## config.mk

```make
export PLATFORM = sky130hd
export DESIGN_NAME = cla_adder_pipe
export DESIGN_NICKNAME = d
export VERILOG_FILES = /design/src/rtl/cla_adder_pipe.sv
export SDC_FILE = /design/constraint.sdc
export NUM_CORES = 1
export LEC_CHECK = 0
export CORE_MARGIN = 2
export CORE_UTILIZATION = 45
export CTS_CLUSTER_SIZE = 24
export DETAILED_ROUTE_END_ITERATION = 7
export PLACE_DENSITY = 0.81
export SLEW_MARGIN = 20
export SYNTH_ARGS = -nofsm -noshare
export SYNTH_HDL_FRONTEND = slang
export SYNTH_SLANG_ARGS = --single-unit
```

## constraint.sdc

```tcl
create_clock -name i_clk -period 4.35 [get_ports i_clk]
set_input_delay 0.6525 -clock i_clk [delete_from_list [all_inputs] [get_ports i_clk]]
set_output_delay 0.6525 -clock i_clk [all_outputs]
set_load 0.02 [all_outputs]
```

## src/rtl/cla_adder_pipe.sv

```systemverilog
// Pipelined carry-lookahead adder/subtractor with valid/ready flow control.
// The block carry chain is cut into STAGES register stages, LSB group first.
module cla_adder_pipe #(
    parameter int WIDTH  = 32,
    parameter int BLOCK  = 4,
    parameter int STAGES = 2
) (
    input  logic             i_clk,
    input  logic             i_rst,
    input  logic             i_valid,
    output logic             o_ready,
    input  logic [WIDTH-1:0] i_a,
    input  logic [WIDTH-1:0] i_b,
    input  logic             i_cin,
    input  logic             i_sub,
    output logic             o_valid,
    input  logic             i_ready,
    output logic [WIDTH-1:0] o_sum,
    output logic             o_cout,
    output logic             o_ovf,
    output logic             o_zero
);

    // Handshake: an operation transfers on i_valid & o_ready; a result transfers
    // on o_valid & i_ready. The whole pipe advances together whenever the output
    // slot is empty or being drained, so o_ready is that advance enable.

    localparam int NB   = WIDTH / BLOCK;
    localparam int LAST = STAGES - 1;

    typedef struct packed {
        logic [WIDTH-1:0] sum;
        logic             cout;
        logic             cmsb;
    } grp_t;

    // First block index and block count of the group resolved by stage s.
    function automatic int grp_lo(input int s);
        return s * (NB / STAGES) + ((s < NB % STAGES) ? s : NB % STAGES);
    endfunction

    function automatic int grp_n(input int s);
        return NB / STAGES + ((s < NB % STAGES) ? 1 : 0);
    endfunction

    // Resolves blocks [lo_blk, lo_blk+n_blk); each block's internal carries are
    // flattened sum-of-products of its generate/propagate terms.
    function automatic grp_t cla_group(
        input logic [WIDTH-1:0] a,
        input logic [WIDTH-1:0] b,
        input logic [WIDTH-1:0] sum_in,
        input logic             cin,
        input int               lo_blk,
        input int               n_blk
    );
        grp_t             r;
        logic             c;
        logic             t;
        logic             pp;
        logic [BLOCK-1:0] g;
        logic [BLOCK-1:0] p;
        logic [BLOCK:0]   cc;
        r.sum  = sum_in;
        r.cout = 1'b0;
        r.cmsb = 1'b0;
        c      = cin;
        g      = '0;
        p      = '0;
        cc     = '0;
        for (int k = 0; k < NB; k++) begin
            if (k >= lo_blk && k < lo_blk + n_blk) begin
                for (int j = 0; j < BLOCK; j++) begin
                    g[j] = a[k*BLOCK+j] & b[k*BLOCK+j];
                    p[j] = a[k*BLOCK+j] ^ b[k*BLOCK+j];
                end
                cc[0] = c;
                for (int j = 0; j < BLOCK; j++) begin
                    t  = 1'b0;
                    pp = 1'b1;
                    for (int i = j; i >= 0; i--) begin
                        t  = t | (g[i] & pp);
                        pp = pp & p[i];
                    end
                    cc[j+1] = t | (pp & c);
                end
                for (int j = 0; j < BLOCK; j++) begin
                    r.sum[k*BLOCK+j] = p[j] ^ cc[j];
                end
                if (k == NB - 1) begin
                    r.cmsb = cc[BLOCK-1];
                end
                c = cc[BLOCK];
            end
        end
        r.cout = c;
        return r;
    endfunction

    logic             en;
    logic             in_v  [STAGES];
    logic [WIDTH-1:0] in_a  [STAGES];
    logic [WIDTH-1:0] in_b  [STAGES];
    logic [WIDTH-1:0] in_s  [STAGES];
    logic             in_c  [STAGES];
    grp_t             grp_d [STAGES];

    logic             v_q   [STAGES];
    logic [WIDTH-1:0] a_q   [STAGES];
    logic [WIDTH-1:0] b_q   [STAGES];
    logic [WIDTH-1:0] s_q   [STAGES];
    logic             c_q   [STAGES];
    logic             ovf_q;
    logic             zero_q;

    assign en = ~v_q[LAST] | i_ready;

    for (genvar s = 0; s < STAGES; s++) begin : g_stage
        localparam int LO = grp_lo(s);
        localparam int N  = grp_n(s);
        if (s == 0) begin : g_first
            // Subtraction enters as A + ~B + 1, so later stages only ever add.
            assign in_v[s] = i_valid;
            assign in_a[s] = i_a;
            assign in_b[s] = i_sub ? ~i_b : i_b;
            assign in_c[s] = i_sub | i_cin;
            assign in_s[s] = '0;
        end else begin : g_next
            assign in_v[s] = v_q[s-1];
            assign in_a[s] = a_q[s-1];
            assign in_b[s] = b_q[s-1];
            assign in_c[s] = c_q[s-1];
            assign in_s[s] = s_q[s-1];
        end
        assign grp_d[s] = cla_group(in_a[s], in_b[s], in_s[s], in_c[s], LO, N);
    end

    always_ff @(posedge i_clk) begin
        if (i_rst) begin
            for (int s = 0; s < STAGES; s++) begin
                v_q[s] <= 1'b0;
                a_q[s] <= '0;
                b_q[s] <= '0;
                s_q[s] <= '0;
                c_q[s] <= 1'b0;
            end
            ovf_q  <= 1'b0;
            zero_q <= 1'b0;
        end else if (en) begin
            for (int s = 0; s < STAGES; s++) begin
                v_q[s] <= in_v[s];
                a_q[s] <= in_a[s];
                b_q[s] <= in_b[s];
                s_q[s] <= grp_d[s].sum;
                c_q[s] <= grp_d[s].cout;
            end
            ovf_q  <= grp_d[LAST].cmsb ^ grp_d[LAST].cout;
            zero_q <= (grp_d[LAST].sum == '0);
        end
    end

    assign o_ready = en;
    assign o_valid = v_q[LAST];
    assign o_sum   = s_q[LAST];
    assign o_cout  = c_q[LAST];
    assign o_ovf   = ovf_q;
    assign o_zero  = zero_q;

endmodule
```

# Yosys cells after proc, flatten, opt, wreduce, memory -nomap -nowiden

Memories as Yosys holds them, arrays and structs flattened.
Cells that the tools add are included.

Input port bits: 70
Word-level logic and storage cells: 343
Memories kept: 5
Bits in writable memories: 196
Output and inout bits: 37
Register bits: 2

Muxes and demuxes: 16
Reductions and logical operators: 1
Bitwise logic cells: 319

Memories:

| memory | words | bits a word | read ports | clocked after Yosys merged registers in | wr ports | line | text |
|---|---|---|---|---|---|---|---|
| a_q    | 2     | 32          | 1          | 0                                       | 2        | 108  | `logic [WIDTH-1:0] a_q [STAGES];` |
| b_q    | 2     | 32          | 1          | 0                                       | 2        | 109  | `logic [WIDTH-1:0] b_q [STAGES];` |
| s_q    | 2     | 32          | 2          | 0                                       | 2        | 110  | `logic [WIDTH-1:0] s_q [STAGES];` |
| c_q    | 2     | 1           | 2          | 0                                       | 2        | 111  | `logic c_q [STAGES];` |
| v_q    | 2     | 1           | 2          | 0                                       | 2        | 107  | `logic v_q [STAGES];` |

Operators with widths:

| operator           | number |
|---|---|
| 32-bit two-way mux | 7 |
| 1-bit AND          | 160 |
| 1-bit OR           | 92 |
| 1-bit bitwise XOR  | 65 |
| 32-bit logical NOT | 1 |
| 32-bit inverter    | 1 |
| 1-bit two-way mux  | 9 |
| 1-bit inverter     | 1 |

# Depth between registers and ports, before layout

Gate-level depths: netlist (run 1).

Depth after elaboration: 16
Gate-level depth with buffers: 15
Depth with buffers taken out: 15

# Worst setup path before layout (run 1)

OpenSTA, ideal clock, no wires.

Path type: input -> register
Start: in i_sub
End: mem s_q[0][13] (data pin)
Arrival: 3.245 ns
Setup slack: 0.839 ns
Path buffers: 2
Stages on the path: 12
Cell sequence: buf_4 clkbuf_1 xor2_1 ha_1 a21oi_1 a2111oi_4 o31a_1 a21o_1 a21oi_1 fa_1 xor2_1 nor2_1

RTL lines:

| item               | line | text |
|---|---|---|
| start: declaration | 15   | `input logic i_sub,` |
| end: declaration   | 110  |  |

==> metrics.cfg, run 1 <==
[status]
status = finished clean

[critical_path]
worstPathRequired_ns = 4.64
cp_slowest_cell = or4_1
critPathKind = reg -> reg
r2r-start = b_q[0][16]$_SDFFCE_PN0P_
cp_data_arrival_time_ns = 4.15
end_kind = flip-flop
setup.worst_path.start_class = flip-flop
slowest_delay_ns = 0.55
critPathMaxFanout = 5
path_cells = ha_1 -> a211oi_1 -> o21ai_1 -> a31oi_2 -> o21a_1 -> nor2_1 -> o21ai_1 -> nand2b_1 -> fa_1 -> nor4_1 -> nand4_1 -> or4_1 -> a21oi_1 -> nand4_1 -> o211ai_1
startpoint = b_q[0][16]$_SDFFCE_PN0P_

[timing]
timing.final.crit_period_ns = 3.86
tightest_slew_ns = 0.909
hold_viol = 0
slew_viol_final = 0
relSlewSlack = 0.394
rsz0062_at_grt = false
fin_setup_tns_ns = 0
finalCritPeriodShare = 0.887
skew_ns = 0.0104
setup_viol = 0
timing.fmax_mhz = 259

[cells_and_area]
nets = 630
drive_above_1_share = 0.0476
final_common_cell = clkdlybuf4s50_1
layout_common_cells = clkdlybuf4s50_1, edfxtp_1, nor2_1
design_area_um2 = 6220
fin_util = 0.598
n_antenna_cell = 0
areaGrowthSynthToFinish_pct = 28.0
finalNonFillerCells = 661

[global_routing]
grt_pass1_vias = 3405
grt-ovfl-total = 0
grt_antenna_before_repair = 0
grt.total_usage = 0.183
grt_max_degree = 47
grt_pass1_wl_mm = 16.3

[route]
drt-wirelength-per-cell_um = 15.3
ant_nets = 0
drc = 0
vias_per_cell = 5.09
wirelength_mm = 10.1
drtIter0Drc = 111
dr_total_vias = 3363
first_pass_iters = 4

[placement]
place_hpwl_mm = 7.67
port_buffers = 106
dpl.cell_count = 645
place.gp.congestion = 0.924
placed_area_um2 = 6070

[cts]
cts_max_path_buffers = 2
clock_sinks = 86
cts_made_buffers = 9
cts-resized-gates = 0
cts-root-buf = clkbuf_8
clk_pin_slew_ns = 0.08
cts_hold_buf = 0
insertion_delay_ns = 0.36
cts_setup_buffers = 0
htree_levels = 3
tritoncts = yes

[logic_synthesis]
synth_ff_type = edfxtp_1
yosysTopAreaCellShare = 0.519
synth_top_area_cell = edfxtp_1
postSynthAreaPerCell_um2 = 11.8
ys_ff_latch = 86
ys_warn_count = 0
syn_nets = 523
synth_edf_count = 84
netlist_area_um2 = 4860
synth.area.top_cells = edfxtp_1, ha_1, and2_1
synthArstFlopShare = 0
ys_seq_area_frac = 0.527
synth_cell_types = 46
syn_inst = 413

[floorplan]
die_h_um = 108
dieWidth_um = 108
pin_count = 107
coreArea_um2 = 10400
die-area_um2 = 11700
initial_core_util = 0.467
rows = 37

[power]
p_leak_nw = 2.54
powerDensity_nw_per_um2 = 348
peakVddDrop_uv = 142

[worst_hold_path]
min_from = o_zero$_SDFFE_PP0P_
hp-class = reg -> reg

[job]
cap_violations = 0

==> routing by layer <==
metal  global-route usage  routed length (um)
met1                0.223                4220
met2                0.320                5140
met3               0.0356                 592
met4               0.0751                 198
met5                    0                   0
==> cells by family after synthesis <==
logic type,Yosys count,share of synthesized area
AO/OA/AOI/OAI,54,0.0805
buffers and inverters,32,0.0255
flip-flops,86,0.527
AND/OR/NAND/NOR,149,0.158
XOR/XNOR,52,0.0936
adder cells (fa/ha/maj),40,0.115
==> state kept, by name (all words and copies together), names as in the netlist <==
name    flops
v_q         2
o_ovf       1
o_zero      1
c_q         2
s_q        48
a_q        16
b_q        16
==> power by group <==
group	internal, mW	total, mW	leakage (nW)	switching, mW
registers	1.03	1.07	0.992	0.0430
clock network	0.205	0.477	0.0740	0.272
logic	0.297	0.619	1.48	0.322
==> layout make-up <==
type	instances	area (um2)
multi-input combinational	295	2180
clock inverter	4	23.8
sequential	86	2560
tap	136	170
inverter	19	72.6
fill	868	4190
clock buffer	12	135
timing repair buffer	109	1080
==> cells in the mapped netlist, types with 3 or more instances <==
cell      instances
nor4_1            5
o21ai_0           6
nand2_1          10
o21ai_1           3
fa_1              8
ha_1             32
inv_1            19
nand4_1           3
a21o_1            6
edfxtp_1         84
and3_1            6
nor3_1           12
and2_1           39
o211ai_1          3
nand2b_1          5
xnor2_1          25
xor2_1           27
a21oi_1          12
clkbuf_1         10
nor2_1           56
a211oi_1          6
==> worst max-delay path: cells and delay by family, from the launching register on <==
kind / cells / cell delay [ns]
flip-flops: 1 / 0.41
AO/OA/AOI/OAI: 7 / 1.45
AND/OR/NAND/NOR: 6 / 1.16
adder cells (fa/ha/maj): 2 / 0.77
==> worst paths after layout <==
| check | to | slack, ns | cells past startpoint |
|---|---|---|---|
| worst min register to register | o_zero$_SDFFE_PP0P_ | 0.49 | 2 |
| worst max register to register | o_zero$_SDFFE_PP0P_ | 0.49 | 15 |
| worst max-delay path | o_zero$_SDFFE_PP0P_ | 0.49 | 15 |
| worst min-delay path | o_zero$_SDFFE_PP0P_ | 0.49 | 2 |
==> stage by stage <==
step | hold slack (ns) | worst slack [ns] | total power, mW
after floorplan | 0.497 | 0.839 | 1.46
after global placement | 0.480 | 0.679 | 1.69
after detailed placement | 0.479 | 0.532 | 1.71
after CTS | 0.497 | 0.510 | 2.18
after global routing | 0.540 | 0.209 | 2.28
final | 0.493 | 0.490 | 2.17
Note: power is estimated with default switching activity, not from simulation.
==> run 2: changes to the inputs <==
- CORE_UTILIZATION: 45 -> 50
- PLACE_DENSITY: 0.81 -> 0.88
- clock period: 4.35 -> 4.1 ns (I/O delays scaled with it)
==> metrics.cfg, run 2 (synthesized netlist as in run 1, its figures left out) <==
[cells_and_area]
design_area_um2 = 6260
n_antenna_cell = 0
final_common_cell = clkdlybuf4s50_1
reg_top3 = s_q (48), a_q (16), b_q (16)
largest_register_ffs = 48
regArea_um2 = 2560
fin_util = 0.671
multi_input_area_um2 = 2200
finalNonFillerCells = 654
largest-register = s_q
drive_above_1_share = 0.0590
layout_common_cells = clkdlybuf4s50_1, edfxtp_1, nor2_1
nets = 631
fillers = 713
areaGrowthSynthToFinish_pct = 28.7

[route]
drtIter0Drc = 138
drc = 0
first_pass_iters = 5
wirelength_mm = 10.7
drt-wirelength-per-cell_um = 16.3
ant_nets = 0
vias_per_cell = 5.32
dr_total_vias = 3482

[critical_path]
cp.depth = 15
cp_data_arrival_time_ns = 4.02
slowest_delay_ns = 0.53
critPathMaxFanout = 5
cp_slowest_cell = or4_1
path_cells = ha_1 -> nor3_1 -> nor2_1 -> a31oi_4 -> o21a_1 -> nor2_1 -> o21ai_1 -> nand2b_1 -> fa_1 -> nor4_1 -> nand4_1 -> or4_1 -> a21oi_1 -> nand4_1 -> o211ai_1
critPathBufInv = 0
critPathKind = reg -> reg
worstPathRequired_ns = 4.37
r2r.worst_path.cells = 15
setup.worst_path.start_class = flip-flop
cpLargestDelayFamily = simple AND/OR/NAND/NOR gates
end_kind = flip-flop

[placement]
port_buffers = 106
dpl.cell_count = 639
place_hpwl_mm = 7.95
placed_area_um2 = 6080
dp_slack_ns = 0.306
place.gp.congestion = 0.897

[floorplan]
die-area_um2 = 10500
dieWidth_um = 103
die_h_um = 103
coreArea_um2 = 9330
initial_core_util = 0.521
rows = 35
pin_count = 107

[cts]
insertion_delay_ns = 0.35
clk_pin_slew_ns = 0.09
cts_hold_buf = 0
htree_levels = 3
cts_made_buffers = 9
cts-root-buf = clkbuf_8
clock_sinks = 86
cts_max_path_buffers = 2
cts_setup_buffers = 0
tritoncts = yes
cts-resized-gates = 0

[power]
p_leak_nw = 2.57
combPwrFrac = 0.290
p_seq_frac = 0.490
pwr-share-clk = 0.221
p_int_mw = 1.63
peakVddDrop_uv = 208
powerDensity_nw_per_um2 = 372
swShare = 0.300
p_sw_mw = 0.699

[timing]
fin_setup_tns_ns = 0
relSlewSlack = 0.386
timing.final.crit_period_ns = 3.74
hold_viol = 0
fin_ws_ns = 0.356
skew_ns = 0.0113
tightest_slew_ns = 0.921
timing.fmax_mhz = 267
finalCritPeriodShare = 0.913
slew_viol_final = 0
rsz0062_at_grt = false
setup_viol = 0

[job]
cap_violations = 0

[global_routing]
grt_max_degree = 49
grt.total_usage = 0.210
grt_antenna_before_repair = 0
grt-ovfl-total = 0
grt_pass1_wl_mm = 16.8
grt_pass1_vias = 3579

[status]
status = finished clean

[worst_hold_path]
hold-path-cell-count = 2
hp-class = reg -> reg

run 2: power by group through the flow:
| stage | clock, mW | combinational (mW) | sequential, mW |
|---|---|---|---|
| finish | 0.514 | 0.674 | 1.14 |
| global route | 0.553 | 0.732 | 1.15 |
| CTS | 0.518 | 0.668 | 1.14 |
| detailed placement | 0 | 0.662 | 1.16 |
| global placement | 0 | 0.639 | 1.15 |
| floorplan | 0 | 0.344 | 1.21 |
run 2: worst register-to-register path: stages (launching register included):
cell and delay, ns:
edfxtp_1 0.41, ha_1 0.41, nor3_1 0.08, nor2_1 0.27, a31oi_4 0.17, o21a_1 0.22, nor2_1 0.18, o21ai_1 0.10
nand2b_1 0.09, fa_1 0.43, nor4_1 0.20, nand4_1 0.12, or4_1 0.53, a21oi_1 0.19, nand4_1 0.11, o211ai_1 0.17
run 2: metrics by stage:
| stage | hold slack [ns] | total power, mW |
|---|---|---|
| floorplan | 0.497 | 1.55 |
| global placement | 0.472 | 1.79 |
| detailed placement | 0.491 | 1.82 |
| CTS | 0.509 | 2.33 |
| global route | 0.549 | 2.44 |
| finish | 0.505 | 2.33 |
run 2: cell type report:
type                            instances  area share
Timing Repair Buffer                  110       0.176
Clock buffer                            9      0.0198
Tap cell                              129      0.0258
Inverter                               19      0.0116
Sequential cell                        86       0.409
Multi-Input combinational cell        295       0.351
Clock inverter                          6     0.00640
run 2: final timing paths:
path	from	endpoint	slack (ns)
setup / recovery	a_q[0][19]$_SDFFCE_PN0P_	o_zero$_SDFFE_PP0P_	0.36
hold / removal	o_zero$_SDFFE_PP0P_	o_zero$_SDFFE_PP0P_	0.51
setup reg to reg	a_q[0][19]$_SDFFCE_PN0P_	o_zero$_SDFFE_PP0P_	0.36
hold reg to reg	o_zero$_SDFFE_PP0P_	o_zero$_SDFFE_PP0P_	0.51
run 2: layer usage:
layer | GRT usage | part of all wire | up-vias | routed length [um]
met1 | 0.251 | 0.40 | 1638 | 4250
li1 | - | - | 1688 | -
met2 | 0.381 | 0.53 | 136 | 5630
met5 | 0 | 0 | - | 0
met4 | 0.0677 | 0.017 | 0 | 182
met3 | 0.0386 | 0.056 | 20 | 594
